===== config.mk =====
export PLATFORM = sky130hd
export DESIGN_NAME = cmd_initiator
export DESIGN_NICKNAME = d
export VERILOG_FILES = /design/src/rtl/cmd_initiator.sv
export SDC_FILE = /design/constraint.sdc
export NUM_CORES = 1
export LEC_CHECK = 0
export BUFFER_PORTS_ARGS = -buffer_cell sky130_fd_sc_hd__buf_2
export CAP_MARGIN = 20
export CORE_ASPECT_RATIO = 0.75
export CORE_MARGIN = 5
export CORE_UTILIZATION = 41
export DETAILED_ROUTE_END_ITERATION = 8
export SYNTH_ARGS = -nofsm -noshare
export SYNTH_HDL_FRONTEND = slang
export SYNTH_SLANG_ARGS = --single-unit

===== constraint.sdc =====
create_clock -name in_clk -period 4.8 [get_ports in_clk]
set_clock_uncertainty 0.2 [all_clocks]
set_input_delay 1.2 -clock in_clk [delete_from_list [all_inputs] [get_ports in_clk]]
set_output_delay 1.2 -clock in_clk [all_outputs]
set_load 0.01 [all_outputs]

===== src/rtl/cmd_initiator.sv =====
// Host-side command initiator: sends {op, data} as one UART 8N1 byte and collects the target's state report.
// Define CMD_INIT_RETRY_EN to resend a setup/query byte once after its first response timeout.
module cmd_initiator #(
    parameter int CLK_HZ      = 50000000,
    parameter int BAUD        = 115200,
    parameter int TIMEOUT_CYC = 1000000
) (
    input  logic       in_clk,
    input  logic       in_rst,
    input  logic       in_req_vld,
    output logic       out_req_rdy,
    input  logic [1:0] in_req_op,
    input  logic [5:0] in_req_data,
    output logic       out_txd,
    input  logic       in_rsp_vld,
    input  logic [7:0] in_rsp_byte,
    output logic       out_done,
    output logic [5:0] out_rsp_data,
    output logic       out_rsp_err,
    output logic       out_timeout,
    output logic       out_busy
);
    localparam int DIV    = CLK_HZ / BAUD;
    localparam int BAUD_W = $clog2(DIV);
    localparam int TO_W   = $clog2(TIMEOUT_CYC + 1);

    localparam logic [BAUD_W-1:0] BAUD_LAST  = BAUD_W'(DIV - 1);
    localparam logic [TO_W-1:0]   TO_LAST    = TO_W'(TIMEOUT_CYC - 1);
    localparam logic [1:0]        OP_ILLEGAL = 2'b00;
    localparam logic [1:0]        OP_RESET   = 2'b11;

    typedef enum logic [2:0] {
        IDLE,
        TX_START,
        TX_DATA,
        TX_STOP,
        WAIT_RSP,
        FINISH
    } state_t;

    state_t state_q, state_d;

    logic [1:0]        op_q;
    logic [7:0]        byte_q;
    logic [BAUD_W-1:0] baud_cnt;
    logic [2:0]        bit_idx, bit_d;
    logic [TO_W-1:0]   to_cnt;
    logic              txd_q, txd_d;
    logic [5:0]        rsp_data_q;
    logic              err_q, to_q;
    logic              accept, in_tx, baud_tick, rsp_hit, to_hit;
`ifdef CMD_INIT_RETRY_EN
    logic              retry_q, retry_go;
`endif

    always_comb begin
        state_d   = state_q;
        accept    = 1'b0;
        rsp_hit   = 1'b0;
        to_hit    = 1'b0;
        bit_d     = 3'd0;
        txd_d     = 1'b1;
`ifdef CMD_INIT_RETRY_EN
        retry_go  = 1'b0;
`endif
        in_tx     = (state_q == TX_START) || (state_q == TX_DATA) || (state_q == TX_STOP);
        baud_tick = in_tx && (baud_cnt == BAUD_LAST);

        case (state_q)
            IDLE: begin
                if (in_req_vld) begin
                    accept  = 1'b1;
                    state_d = (in_req_op == OP_ILLEGAL) ? FINISH : TX_START;
                end
            end
            TX_START: if (baud_tick) state_d = TX_DATA;
            TX_DATA:  if (baud_tick && (bit_idx == 3'd7)) state_d = TX_STOP;
            TX_STOP:  if (baud_tick) state_d = (op_q == OP_RESET) ? FINISH : WAIT_RSP;
            WAIT_RSP: begin
                // A response arriving on the terminal count beats the timeout.
                if (in_rsp_vld) begin
                    rsp_hit = 1'b1;
                    state_d = FINISH;
                end else if (to_cnt == TO_LAST) begin
`ifdef CMD_INIT_RETRY_EN
                    if (!retry_q) begin
                        retry_go = 1'b1;
                        state_d  = TX_START;
                    end else begin
                        to_hit  = 1'b1;
                        state_d = FINISH;
                    end
`else
                    to_hit  = 1'b1;
                    state_d = FINISH;
`endif
                end
            end
            FINISH:   state_d = IDLE;
            default:  state_d = IDLE;
        endcase

        if (state_q == TX_DATA) begin
            bit_d = baud_tick ? bit_idx + 3'd1 : bit_idx;
        end

        // The line is registered from the next state so each bit lines up with its state.
        case (state_d)
            TX_START: txd_d = 1'b0;
            TX_DATA:  txd_d = byte_q[bit_d];
            default:  txd_d = 1'b1;
        endcase

        out_req_rdy  = (state_q == IDLE);
        out_busy     = (state_q != IDLE);
        out_done     = (state_q == FINISH);
        out_txd      = txd_q;
        out_rsp_data = rsp_data_q;
        out_rsp_err  = err_q;
        out_timeout  = to_q;
    end

    always_ff @(posedge in_clk or negedge in_rst) begin
        if (!in_rst) begin
            state_q <= IDLE;
        end else begin
            state_q <= state_d;
        end
    end

    always_ff @(posedge in_clk or negedge in_rst) begin
        if (!in_rst) begin
            op_q       <= 2'b00;
            byte_q     <= 8'h00;
            baud_cnt   <= '0;
            bit_idx    <= 3'd0;
            to_cnt     <= '0;
            txd_q      <= 1'b1;
            rsp_data_q <= 6'd0;
            err_q      <= 1'b0;
            to_q       <= 1'b0;
`ifdef CMD_INIT_RETRY_EN
            retry_q    <= 1'b0;
`endif
        end else begin
            txd_q    <= txd_d;
            bit_idx  <= bit_d;
            baud_cnt <= (in_tx && !baud_tick) ? baud_cnt + 1'b1 : '0;
            to_cnt   <= ((state_q == WAIT_RSP) && !in_rsp_vld) ? to_cnt + 1'b1 : '0;

            if (accept) begin
                op_q   <= in_req_op;
                byte_q <= {in_req_op, in_req_data};
                err_q  <= (in_req_op == OP_ILLEGAL);
                to_q   <= 1'b0;
            end
            if (rsp_hit) begin
                rsp_data_q <= in_rsp_byte[5:0];
                err_q      <= |in_rsp_byte[7:6];
            end
            if (to_hit) begin
                to_q <= 1'b1;
            end
`ifdef CMD_INIT_RETRY_EN
            if (accept) begin
                retry_q <= 1'b0;
            end else if (retry_go) begin
                retry_q <= 1'b1;
            end
`endif
        end
    end

endmodule


# After elaboration in Yosys (flattened, before gate mapping)
# Cells that the tools add are included.
# classes
add_sub_neg	3
order_cmp	1
n_eq_ne	11
n_mux	27
n_reduce_logical	14
# ops
operator	n
$mux 3	9
$add 20x1->20 const B	1
$eq 20x20->1 const B	1
$mux 20	1
$pmux 3 s5	1
$mux 1	13
$add 9x1->9 const B	1
$eq 3x2->1 const B	3
$eq 3x3->1 const B	3
$eq 9x9->1 const B	1
$mux 9	1
$eq 3x1->1 const B	2
$logic_and 1x1->1	4
$lt 3x4->1 const B	1
$reduce_bool 2->1	2
$add 3x1->3 const B	1
$bmux 1 s3	1
$logic_not 3->1	1
$reduce_bool 3->1	1
$eq 2x2->1 const B	1
$logic_not 1->1	2
$logic_not 2->1	1
$logic_or 1x1->1	2
$pmux 1 s2	1
$reduce_or 2->1	1
# totals
out_inout_bits	12
elab_cells	66
register_bits	54
input_bits	20

# Longest topological paths before layout
# depth
ltp_word	9
ltp_mapped	8
mapped_depth_nobuf	8

# Worst setup path before layout
# Ideal clock, no wire load.
# synth_timing
path_type	flip-flop to flip-flop
start	reg baud_cnt[2]
end	reg txd_q (netlist: out_txd)
t_required_ns	4.518
setup_slack_ns	1.852
path_stages_with_launch	8
arrival_ns	2.666
period_less_slack_ns	2.948
setup_time_ns	0.082
path_buffers	1
path_cell_list	dfrtp_1 or4b_1 buf_2 or4_1 nand2_1 mux2_1 a221o_1 o31a_1
# synth_via
elab_chain_len	7
elab_cells_between_ends	14
cone_classes	eq/ne: 3; mux: 9; reduce/logical: 2
# synth_lines
element	line	text
start: declaration	45	logic [BAUD_W-1:0] baud_cnt;
start signal: assignment	148	baud_cnt <= (in_tx && !baud_tick) ? baud_cnt + 1'b1 : '0;
$eq 9x9->1	67	baud_tick = in_tx && (baud_cnt == BAUD_LAST);
$logic_and 1x1->1	67	
$mux 3	104	bit_d = baud_tick ? bit_idx + 3'd1 : bit_idx;
$mux 3	103	if (state_q == TX_DATA) begin
via bit_d[0]	46	logic [2:0] bit_idx, bit_d;
$bmux 1 s3	110	TX_DATA: txd_d = byte_q[bit_d];
$mux 1 (not written as such)	110	
$pmux 1 s2	108	case (state_d)
via txd_d	48	logic txd_q, txd_d;
end signal: assignment	146	txd_q <= txd_d;
end: declaration	48	
# The timed path passes the listed nets, and every way through them passes these cells. The select of a mux whose other input is x is not followed.
# A chain may end at the register's enable or synchronous reset.

# Worst setup path after layout
# Same ends and word-level chain as after synthesis.

==> metrics.txt <==
R2R Path End=out_txd; WP buf/inv=0; Post-synth EDFFs=0; drt drc=0; Post-CTS Resized=0; ANT nets after route=0; hold path depth=2; drt first-iter violations=60; total negative slack=0 ns; gr usage total=14.0%; Least-Margin Pin Slew=0.912 ns; Layout Area Growth over Synthesis=12.4%; Worst path top cell family by delay=simple AND/OR/NAND/NOR gates; RSZ-0062 raised after global routing=no; post-layout minimum cycle time=3.11 ns; Ports=32; largest net degree at the start of global routing=42; Cells after Synth=243; root buf cell=clkbuf_8; clk buf depth=2; 1st-pass router iterations=5; area of the multi-input gates=0.00118 sq mm; Relative slew margins=39.2%; Synth warnings=0; initial antenna violation count=0; Main synth FF type=dfrtp_1; routed wl met3=287 um; WL/cell=14.4 um; Crit Path Category=reg2reg; vias=1809; Max Clock Freq=0.321 GHz; ys async rst share=100%; Critical R2R Launch=baud_cnt[2]; largest area contributor in the netlist=dfrtp_1; Synth top area share=50.3%; r2r setup slk=1.69 ns; Max VDD drop=207 uV; first-pass GRT wire length=8.80 mm; Sink Count=52; diode count=0; RePlAce Congestion=0.780; die area=0.00788 sq mm; Die Y=78.1 um; critical path arrival=3.16 ns; Clock Latency Late Sink=0.31 ns; CP max FO=6; # H-tree levels=2; outcome=finished, final reports clean; worst reg2reg path depth=6; Syn Std Cell Area=0.00254 sq mm; CP endpoint kind=flop; Core Region=0.00592 sq mm; dominant cells by area after synthesis=dfrtp_1 (50%), mux2_2 (6.7%), nor2_1 (6.5%), xor2_1 (5.2%), xnor2_1 (3.5%); final hold vios=0; CTS buffer count=5; syn_nets=268; Slew Viols, Final=0; crit share post-route=64.9%; share of cells above drive strength 1=22.0%; Yosys cell types=41; Reg clk slew, reported paths=0.10 ns; post-CTS setup buffer count=0; Die Wd=101 um; fin nets=297; CTS Hold Bufs=0; Max Used Layer=met4; DR WL met2=2.03 mm; Leak Pwr=1.23 nW; CP startpoint kind=flop; Hold EP=out_timeout; most common cell in the netlist=dfrtp_1; Max-Cap Viols=0; Critical Path Slowest Stage Cell=or4b_1; DP Wirelength=3.63 mm; WL met1=2.69 mm; CTS tree=done; register area=0.00130 sq mm; flops & latches, synth=52; total grt overflow=0; sequential fraction of the synthesis area=51.3%; final setup fails=0; pwr/cell area=390 mW/mm^2; total wire length=5.05 mm; FILL cells=558; starting density of the core=42.9%; crit-path cells=or4b_1 -> or4_1 -> nand2_1 -> mux2_1 -> a221o_1 -> o31a_1; # rows=24; Port Buffers=31; Syn Area/Cell=10.4 sq um; number of global-route vias before repair=1789; Commonest cells post-synth=dfrtp_1 (51), nor2_1 (44), mux2_2 (15), xor2_1 (15), nand3_1 (14); slowest stage delay, CP=0.67 ns; Hold Path Class=reg2reg; hold path start=out_timeout; final core occ=48.2%; critical path required time=4.84 ns; via density per instance=5.15
==> cell type report <==
cell class,instances,area share [%]
multi-input cells,176,41.2
flip-flops and latches,52,45.7
repair buffers,32,5.70
inverters,5,0.658
clock inverters,3,0.921
clock buffers,5,2.41
well taps,78,3.42
==> worst max path at each step <==
stage,startpoint,endpoint,slack (ns),cells after the start
after detailed placement,baud_cnt[2],out_txd,1.70,6
after global placement,baud_cnt[2],out_txd,1.76,6
after floorplan,baud_cnt[2],out_txd,1.85,7
final,baud_cnt[2],out_txd,1.69,6
after CTS,baud_cnt[2],out_txd,1.67,6
after global routing,baud_cnt[2],out_txd,1.56,6
==> worst min-delay path: stages (launching register included) <==
cell and delay, ns:
dfrtp_1 0.36, nand2_1 0.04, o21ai_0 0.06
==> power by group <==
part / total, mW / internal [mW] / leakage, nW / switching, mW
clock network: 0.266 / 0.106 / 0.0423 / 0.159
registers: 0.587 / 0.526 / 0.687 / 0.0609
logic: 0.258 / 0.131 / 0.502 / 0.128
total: 1.11 / 0.763 / 1.23 / 0.348
==> routing by layer <==
layer  global-route usage, %  vias up
li1                        -      899
met1                    21.4      875
met2                    18.7       30
met3                    4.52        5
met4                    3.63        0
met5                       0        -
==> layout by cell type, fill, tap and decap left out, types with 2 or more instances in the layout <==
cell	instances
clkbuf_8	5
dfrtp_1	51
a21oi_1	4
nand3_1	14
mux2_2	15
inv_1	5
nand2_1	12
xnor2_1	10
a31oi_1	3
o31a_1	2
or4_1	2
and3_1	7
or3b_2	2
buf_2	31
nand4_1	6
a211oi_1	2
nor3b_1	3
mux2i_1	4
xor2_1	15
nor2_1	44
clkinvlp_4	2
or3_1	3
ha_1	5
o21ai_0	3
nor3_1	4
==> logic make-up after synthesis <==
group | count (synthesis) | synth area share (%)
compound gates | 19 | 4.98
fa+ha+maj | 5 | 2.47
flops | 52 | 51.3
buf+inv | 15 | 2.32
mux | 20 | 8.68
xor+xnor | 25 | 8.63
simple gates | 107 | 21.6
==> per-stage QoR <==
| step | instances | worst slack (ns) | total power [mW] | area [sq um] | hold slack, ns |
|---|---|---|---|---|---|
| finish | 351 | 1.69 | 1.11 | 2850 | 0.297 |
| global route | 351 | 1.56 | 1.19 | 2850 | 0.328 |
| CTS | 351 | 1.67 | 1.13 | 2850 | 0.297 |
| detailed placement | 343 | 1.70 | 0.858 | 2760 | 0.270 |
| global placement | 343 | 1.76 | 0.854 | 2760 | 0.265 |
| floorplan | 243 | 1.85 | 0.756 | 2540 | 0.248 |
==> state kept, by name, indices dropped and copies added, names as in the netlist <==
register / flops
to_cnt: 20
baud_cnt: 9
byte_q: 6
out_rsp_data: 6
bit_idx: 3
state_q: 3
op_q: 2
out_rsp_err: 1
out_timeout: 1
out_txd: 1
Note: power is estimated with default switching activity, not from simulation.
